$ cat src/rtl/data_mask_pkg.sv
// Shared constants and state encoding for the data-mask memory controller.
package data_mask_pkg;

  localparam int DEPTH  = 40;
  localparam int WIDTH  = 16;
  localparam int ADDR_W = 6;
  localparam logic [WIDTH-1:0] CLEAR_VAL = 16'h0000;

  typedef enum logic [1:0] {
    INIT  = 2'd0,
    RUN   = 2'd1,
    FLUSH = 2'd2
  } state_e;

endpackage

$ cat src/rtl/data_mask_rr_arb2.sv
// Two-requester round-robin arbiter; the pointer only moves on contention.
module data_mask_rr_arb2 (
  input  logic       clock,
  input  logic       reset,
  input  logic [1:0] req,
  output logic [1:0] gnt,
  output logic       rr_ptr
);

  logic rr_ptr_r;

  // Grant decode: single requester wins outright, otherwise the pointer decides
  always_comb begin
    gnt = 2'b00;
    case (req)
      2'b01:   gnt = 2'b01;
      2'b10:   gnt = 2'b10;
      2'b11:   gnt = rr_ptr_r ? 2'b10 : 2'b01;
      default: gnt = 2'b00;
    endcase
  end

  // Pointer register: flip to the loser after a contended grant
  always_ff @(posedge clock) begin
    if (reset) begin
      rr_ptr_r <= 1'b0;
    end else if (req == 2'b11) begin
      rr_ptr_r <= ~rr_ptr_r;
    end else begin
      rr_ptr_r <= rr_ptr_r;
    end
  end

  assign rr_ptr = rr_ptr_r;

endmodule

$ cat src/rtl/data_mask_ctrl.sv
// Clear sequencer, write arbiter wrapper and registered read path in front of
// a 40x16 1R1W data-mask macro.
module data_mask_ctrl
  import data_mask_pkg::*;
(
  input  logic              clock,
  input  logic              reset,
  input  logic              flush_req,
  output logic              busy,
  input  logic              wr0_valid,
  output logic              wr0_ready,
  input  logic [ADDR_W-1:0] wr0_addr,
  input  logic [WIDTH-1:0]  wr0_data,
  input  logic              wr1_valid,
  output logic              wr1_ready,
  input  logic [ADDR_W-1:0] wr1_addr,
  input  logic [WIDTH-1:0]  wr1_data,
  output logic              wr_err,
  input  logic              rd_valid,
  output logic              rd_ready,
  input  logic [ADDR_W-1:0] rd_addr,
  output logic              resp_valid,
  output logic [WIDTH-1:0]  resp_data,
  output logic              resp_err,
  output logic [ADDR_W-1:0] mem_R0_addr,
  output logic              mem_R0_en,
  input  logic [WIDTH-1:0]  mem_R0_data,
  output logic [ADDR_W-1:0] mem_W0_addr,
  output logic              mem_W0_en,
  output logic [WIDTH-1:0]  mem_W0_data
);

  state_e            state_r, state_nxt_s;
  logic [ADDR_W-1:0] clear_cnt_r, clear_cnt_nxt_s;
  logic              run_s;
  logic [1:0]        req_s, gnt_s;
  logic              rr_ptr_s, sel_wr1_s;
  logic              win_vld_s, win_ok_s;
  logic [ADDR_W-1:0] win_addr_s;
  logic [WIDTH-1:0]  win_data_s;
  logic              rd_acc_s, rd_ok_s, bypass_s;
  logic              wr_err_r, resp_valid_r, resp_err_r;
  logic [WIDTH-1:0]  resp_data_r;

  assign run_s = (state_r == RUN);
  assign req_s = run_s ? {wr1_valid, wr0_valid} : 2'b00;

  data_mask_rr_arb2 u_arb (
    .clock  (clock),
    .reset  (reset),
    .req    (req_s),
    .gnt    (gnt_s),
    .rr_ptr (rr_ptr_s)
  );

  // Winner select mirrors the arbiter's decision so the data mux follows the grant
  assign sel_wr1_s  = (req_s == 2'b11) ? rr_ptr_s : req_s[1];
  assign win_vld_s  = |gnt_s;
  assign win_addr_s = sel_wr1_s ? wr1_addr : wr0_addr;
  assign win_data_s = sel_wr1_s ? wr1_data : wr0_data;
  assign win_ok_s   = win_vld_s && (win_addr_s < ADDR_W'(DEPTH));

  assign rd_acc_s = run_s && rd_valid;
  assign rd_ok_s  = rd_addr < ADDR_W'(DEPTH);
  assign bypass_s = win_ok_s && (win_addr_s == rd_addr);

  // Next-state and clear counter sequencing
  always_comb begin
    state_nxt_s     = state_r;
    clear_cnt_nxt_s = clear_cnt_r;
    case (state_r)
      INIT, FLUSH: begin
        if (clear_cnt_r == ADDR_W'(DEPTH - 1)) begin
          state_nxt_s     = RUN;
          clear_cnt_nxt_s = {ADDR_W{1'b0}};
        end else begin
          clear_cnt_nxt_s = clear_cnt_r + {{(ADDR_W-1){1'b0}}, 1'b1};
        end
      end
      RUN: begin
        if (flush_req) begin
          state_nxt_s = FLUSH;
        end else begin
          state_nxt_s = RUN;
        end
      end
      default: begin
        state_nxt_s     = INIT;
        clear_cnt_nxt_s = {ADDR_W{1'b0}};
      end
    endcase
  end

  // Macro port drive: clear pattern while busy, arbitrated write / read in RUN
  always_comb begin
    if (run_s) begin
      mem_W0_en   = win_ok_s;
      mem_W0_addr = win_vld_s ? win_addr_s : {ADDR_W{1'b0}};
      mem_W0_data = win_vld_s ? win_data_s : {WIDTH{1'b0}};
      mem_R0_en   = rd_acc_s && rd_ok_s;
      mem_R0_addr = rd_addr;
    end else begin
      mem_W0_en   = 1'b1;
      mem_W0_addr = clear_cnt_r;
      mem_W0_data = CLEAR_VAL;
      mem_R0_en   = 1'b0;
      mem_R0_addr = {ADDR_W{1'b0}};
    end
  end

  // State, counter and registered response/error outputs
  always_ff @(posedge clock) begin
    if (reset) begin
      state_r      <= INIT;
      clear_cnt_r  <= {ADDR_W{1'b0}};
      wr_err_r     <= 1'b0;
      resp_valid_r <= 1'b0;
      resp_err_r   <= 1'b0;
      resp_data_r  <= {WIDTH{1'b0}};
    end else begin
      state_r      <= state_nxt_s;
      clear_cnt_r  <= clear_cnt_nxt_s;
      wr_err_r     <= win_vld_s && !win_ok_s;
      resp_valid_r <= rd_acc_s;
      resp_err_r   <= rd_acc_s && !rd_ok_s;
      if (rd_acc_s && rd_ok_s) begin
        resp_data_r <= bypass_s ? win_data_s : mem_R0_data;
      end else begin
        resp_data_r <= {WIDTH{1'b0}};
      end
    end
  end

  assign busy       = !run_s;
  assign wr0_ready  = gnt_s[0];
  assign wr1_ready  = gnt_s[1];
  assign rd_ready   = run_s;
  assign wr_err     = wr_err_r;
  assign resp_valid = resp_valid_r;
  assign resp_err   = resp_err_r;
  assign resp_data  = resp_data_r;

endmodule

$ cat config.mk
export PLATFORM = sky130hd
export DESIGN_NAME = data_mask_ctrl
export DESIGN_NICKNAME = d
export VERILOG_FILES = /design/src/rtl/data_mask_pkg.sv /design/src/rtl/data_mask_rr_arb2.sv /design/src/rtl/data_mask_ctrl.sv
export SDC_FILE = /design/constraint.sdc
export NUM_CORES = 1
export LEC_CHECK = 0
export BUFFER_PORTS_ARGS = -buffer_cell sky130_fd_sc_hd__buf_4
export CAP_MARGIN = 0
export CORE_ASPECT_RATIO = 0.8
export CORE_MARGIN = 4
export CORE_UTILIZATION = 42
export DETAILED_ROUTE_END_ITERATION = 12
export PLACE_DENSITY = 0.81
export SETUP_SLACK_MARGIN = 0.05
export SKIP_CTS_REPAIR_TIMING = 1
export SLEW_MARGIN = 20
export SYNTH_ARGS = -nofsm -noshare
export SYNTH_HDL_FRONTEND = slang
export SYNTH_SLANG_ARGS = --single-unit
$ cat constraint.sdc
create_clock -name clock -period 2.25 [get_ports clock]
set_input_delay 0.5625 -clock clock [delete_from_list [all_inputs] [get_ports clock]]
set_output_delay 0.5625 -clock clock [all_outputs]
set_load 0.01 [all_outputs]
After elaboration in Yosys (flattened, before gate mapping)
Cells that the tools add are included.
{ "totals": {"input_bits": 72, "wordCells": 52, "register_bits": 28, "out_inout_bits": 53} }
{ "classes": {"eq_ne": 8, "add_sub_neg": 1, "order_cmp": 2, "reduce_logical": 13, "n_bitwise": 2, "n_mux": 19} }
{ "ops": {"columns": ["cell", "count"], "rows": [
  ["16-bit 2-to-1 mux", 4],
  ["6-bit 2-to-1 mux", 5],
  ["6-bit less-than comparator, second input constant", 2],
  ["6-bit one-hot mux with 2 select lines", 1],
  ["2-bit 2-to-1 mux", 4],
  ["6-bit by 1-bit adder with 6-bit output, second input constant", 1],
  ["2-bit == test, second input constant", 3],
  ["6-bit == test", 1],
  ["6-bit == test, second input constant", 1],
  ["1-bit logical AND", 6],
  ["2-bit one-hot mux with 3 select lines", 1],
  ["2-bit OR reduction", 3],
  ["2-bit by 1-bit == test with 1-bit output, second input constant", 2],
  ["2-bit one-hot mux with 2 select lines", 1],
  ["1-bit zero test", 3],
  ["1-bit 2-to-1 mux", 3],
  ["2-bit zero test", 1],
  ["2-bit inequality test, second input constant", 1],
  ["1-bit inverter", 2]
]} }

Longest topological paths before layout
{ "logic_depth": {"ltp_word": 9, "mapped_depth": 10, "depth_no_buf": 7} }

Hierarchy
From an unflattened synthesis, not the netlist that was laid out.
{ "hier_totals": {"hier_cells": 221, "area_unflattened_um2": 1775.5} }
{ "by_module_without_submodules": {"columns": ["module", "n_inst", "cells_each", "area_each_um2", "seq_area_each_um2"], "rows": [
  ["data_mask_ctrl", 1, 214, 1710.4, 540.5],
  ["data_mask_rr_arb2", 1, 7, 65.1, 20.0]
]} }

Worst setup path before layout
No wires, ideal clock.
{ "synth_path": {"path_kind": "input to output", "from": "input wr0_valid", "to": "output mem_W0_addr[5]", "n_path_buf": 1, "cell_stages": 6, "arrival_time_ns": 1.529, "t_required_ns": 1.688, "path_slack_ns": 0.159, "path_cell_list": "nand2b_1 nand3_4 inv_4 buf_2 mux2i_1 o21ai_1"} }
{ "synth_via": {"elab_chain_len": 6, "elab_cells_between_ends": 10, "classes_between": "eq/ne (3); mux (6); reduce/logical (1)"} }
{ "synth_lines": {"columns": ["item", "line", "text"], "rows": [
  ["from (decl)", "data_mask_ctrl.sv:10", "input logic wr0_valid,"],
  ["2-bit 2-to-1 mux *", "data_mask_ctrl.sv:46", "assign req_s = run_s ? {wr1_valid, wr0_valid} : 2'b00;"],
  ["2-bit == test / 2-bit by 1-bit == test with 1-bit output (equally long branches)", "data_mask_rr_arb2.sv:15", "case (req)"],
  ["2-bit one-hot mux with 3 select lines *", "data_mask_rr_arb2.sv:15", null],
  ["via wr1_ready", "data_mask_ctrl.sv:15", "output logic wr1_ready,"],
  ["2-bit OR reduction *", "data_mask_ctrl.sv:58", "assign win_vld_s = |gnt_s;"],
  ["6-bit 2-to-1 mux *", "data_mask_ctrl.sv:98", "mem_W0_addr = win_vld_s ? win_addr_s : {ADDR_W{1'b0}};"],
  ["6-bit 2-to-1 mux *", "data_mask_ctrl.sv:96", "if (run_s) begin"],
  ["to (decl)", "data_mask_ctrl.sv:28", "output logic [ADDR_W-1:0] mem_W0_addr,"]
]} }
Mark *: on every way through the listed nets, which the timed path passes. The rest lies on a longest branch.

Final worst setup path
{ "layout_path": {"from": "register state_r[0]", "to": "output mem_W0_data[7]"} }
{ "layout_via": {"elab_chain_len": 7, "elab_cells_between_ends": 11, "classes_between": "eq/ne (4); mux (6); reduce/logical (1)"} }
{ "layout_lines": {"columns": ["item", "line", "text"], "rows": [
  ["from (decl)", "data_mask_ctrl.sv:33", "state_e state_r, state_nxt_s;"],
  ["from (signal assigned)", "data_mask_ctrl.sv:121", "state_r <= state_nxt_s;"],
  ["2-bit by 1-bit == test with 1-bit output *", "data_mask_ctrl.sv:45", "assign run_s = (state_r == RUN);"],
  ["2-bit 2-to-1 mux", "data_mask_ctrl.sv:46", null],
  ["2-bit == test (tied with other cells)", "data_mask_rr_arb2.sv:15, data_mask_ctrl.sv:57", null],
  ["2-bit one-hot mux with 3 select lines / 1-bit 2-to-1 mux (equally long branches)", "data_mask_rr_arb2.sv:15, data_mask_ctrl.sv:57", null],
  ["2-bit OR reduction / 16-bit 2-to-1 mux (equally long branches)", "data_mask_ctrl.sv:58, data_mask_ctrl.sv:60", null],
  ["16-bit 2-to-1 mux", "data_mask_ctrl.sv:99", "mem_W0_data = win_vld_s ? win_data_s : {WIDTH{1'b0}};"],
  ["16-bit 2-to-1 mux *", "data_mask_ctrl.sv:96", null],
  ["to (decl)", "data_mask_ctrl.sv:30", "output logic [WIDTH-1:0] mem_W0_data"]
]} }
Every way passes the cells marked *; elsewhere a longest branch is shown, timed or not.

==> run summary <==
CTS tree = yes
Clk pwr share = 33.7%
post-route setup slack = -0.0555 ns
Synth Cell Area = 1870 um2
Synth Net Count = 304
cell family with most CP delay = buffers and inverters
failing checks = negative setup slack
Final Max Tran Viols = 0
synthesis-stage register bit count = 28
first-pass GRT wire length = 9370 um
Peak VDD IR = 0.000394 V
Max FO, Critical Path = 16
final hold vios = 0
Seq/Total Area, Yosys = 30.0%
P_sw = 297 uW
RSZ-0062 raised after global routing = true
vias in the first global route = 2075
TritonCTS Buffers = 3
total gr overflow = 0
syn avg cell area = 8.08 um2
critical path data required time = 1.69 ns
area delta synth->final = 78.1%
Detail Route Antenna Nets = 0
Max Cap Violations = 0
First DRT Iteration DRCs = 151
post-synthesis cell count = 231
DRC Markers = 0
DRT Pass-1 Iters = 4
post-route design area = 3320 um2
crit share post-route = 102%
max_slew headroom = 72.3%
CTS Buffer Depth = 2
Fill cells = 282
io pins = 125
H-tree levels = 1
layout cells sized above 1 = 52.8%
setup tns final = -0.170 ns
Power Internal = 893 uW
Yosys cell types = 40
Nets = 445
pwr/cell area = 358 nW/um2
# rows = 21
Leak = 1.50 nW
Tot GR Track Use = 21.0%
crit path DAT = 1.74 ns
Worst path max stage delay = 0.34 ns
WP buf/inv = 5
Final Skew = 0.0110 ns
Global Route met3 Usage = 5.60%
drt wl/cell = 15.9 um
worst path cell trace = nor2b_4 > buf_4 > buf_4 > o21ai_4 > buf_4 > buf_12 > nor2_1 > buf_4
initial antenna violation count = 0
Final HPWL DP = 4990 um
port buffer count = 124
via count = 2296
Most Crowded Layer GR = met2
Via density = 5.36
kind of critical path = reg -> out
Slew @ Worst Pin = 0.405 ns
DIE WIDTH = 82.5 um
die footprint = 5580 um2
worst hold path class = in -> reg
Critical Path Start Type = register
slowest CP cell = dfxtp_2
CTS root buf = clkbuf_8
critical path capture point type = output pin
CTS sink cnt = 28
clk slew on worst S/H paths = 0.10 ns
register share of total power = 42.5%
DP Area = 3020 um2
core box area = 4230 um2
Routed WL = 6790 um
largest net degree at the start of global routing = 33
status = complete, but fails checks
crit-path most repeated cell = buf_4
yosys warns = 0
f_max = 434 MHz
Final min period = 2.31 ns
Combinational Power Share = 23.8%
Starting Density = 44.1%
ant diodes = 0
RD Place Congestion = 0.955
GRT met2 Usage = 35.7%
Die Y = 67.6 um
Worst-Skew Late Latency = 0.28 ns
Net Sw Frac = 25.0%
# setup viols final = 6
met1 GRT Util = 26.3%
sequential cells by signal, summed over array words and instances (netlist names):
name          flops
resp_data        16
wr_err            1
state_r           2
clear_cnt_r       6
resp_err          1
resp_valid        1
u_arb.rr_ptr      1
cells by family (layout without fill, tap and decap cells):
| family | count (synthesis) | in the layout | synth area share, % |
|---|---|---|---|
| and+or+nand+nor | 84 | 84 | 20.8 |
| AOI/OAI and AO/OA | 65 | 65 | 26.3 |
| DFF | 28 | 28 | 30.0 |
| buffers and inverters | 25 | 165 | 7.64 |
| muxes | 22 | 22 | 11.8 |
| xor gates and xnor gates | 6 | 6 | 2.81 |
| adders and majority gates | 1 | 1 | 0.670 |
Yosys cell counts:
library cell,n,share of area (%)
nand3b_1,2,0.80
mux2i_1,22,12
a2bb2oi_1,1,0.47
nand3_1,2,0.54
nor3_1,3,0.80
a211o_1,1,0.47
and2_1,6,2.0
a41o_1,17,9.1
nor2_1,49,9.9
a221oi_1,1,0.47
nor2b_1,1,0.34
o2111ai_1,1,0.47
inv_1,4,0.80
nor2b_4,1,0.74
a311o_1,1,0.54
a41oi_1,1,0.47
o21ai_1,5,1.3
o21ai_0,6,1.6
ha_1,1,0.67
buf_2,7,1.9
a31oi_1,18,6.0
a211oi_4,1,1.1
inv_4,1,0.34
nand3_4,1,0.94
o22ai_1,1,0.34
and3_1,2,0.67
or2_2,1,0.34
a211oi_1,1,0.40
dfxtp_1,28,30
a2111oi_0,1,0.47
a22oi_1,2,0.80
o221ai_1,1,0.47
a21oi_1,5,1.3
buf_6,5,3.0
nand4_1,1,0.34
xor2_1,6,2.8
nand2_1,12,2.4
nand2b_1,3,1.0
clkbuf_1,8,1.6
o21a_1,1,0.40
worst min-delay path, cell delays in order:
cell and delay (ns):
buf_4 0.08, a31oi_1 0.03, nor2_1 0.08
placed cells by master (no fill, tap or decap), types with 2 or more instances in the layout:
master / instances
nor2_2: 10
dfxtp_1: 26
a41o_1: 17
nand2b_1: 2
mux2i_2: 8
and3_1: 2
mux2i_1: 7
xor2_1: 5
nor2_1: 39
a31oi_1: 18
nand3b_1: 2
o21ai_1: 4
clkbuf_8: 3
inv_1: 4
mux2i_4: 7
and2_1: 6
o21ai_0: 5
buf_12: 5
dfxtp_2: 2
a21oi_1: 5
nand2_1: 12
nand3_1: 2
nor3_1: 3
a22oi_1: 2
buf_4: 150
path summary, 6_finish.rpt:
| kind | startpoint | end | slack [ns] | cells after the start |
|---|---|---|---|---|
| max reg2reg | state_r[0] | resp_data[11] | 0.21 | 9 |
| min | mem_R0_data[12] | resp_data[12] | 0.50 | 3 |
| min reg2reg | clear_cnt_r[1] | clear_cnt_r[1] | 0.54 | 2 |
| max | state_r[0] | mem_W0_data[7] | -0.06 | 8 |
routing by layer:
layer	vias up	wire length (um)	part of all wire, %
met3	10	490	7.2
li1	1130	-	-
met1	1063	2770	41
met2	93	3420	50
met5	-	0	0
met4	0	105	1.5
layout make-up:
class                      instances  area [um2]  share of cell area [%]
multi-input combinational        178        1340                    40.2
inverter                           5        31.3                   0.941
clock inverter                     1        30.0                   0.903
tap                               57        71.3                    2.15
timing repair buffer             156        1250                    37.6
sequential                        28         563                    16.9
clock buffer                       3        41.3                    1.24
stage by stage:
| step | power (mW) | instances | util [%] | setup WS [ns] | hold slack, ns |
|---|---|---|---|---|---|
| final | 1.19 | 428 | 78.6 | -0.0555 | 0.496 |
| after global routing | 1.23 | 428 | 78.6 | -0.126 | 0.504 |
| after CTS | 1.17 | 422 | 73.0 | -0.154 | 0.498 |
| after detailed placement | 0.770 | 418 | 71.3 | -0.0643 | 0.522 |
| after global placement | 0.765 | 418 | 71.3 | -0.0330 | 0.507 |
| after floorplan | 0.609 | 231 | - | 0.159 | 0.486 |
power groups by stage:
stage	clock network [mW]	logic, mW	registers [mW]
2_1_floorplan	0	0.0943	0.514
3_3_place_gp	0	0.248	0.517
3_5_place_dp	0	0.253	0.517
4_1_cts	0.405	0.254	0.506
5_1_grt	0.423	0.304	0.507
6_report	0.401	0.284	0.506
(Power assumes the default switching activity.)
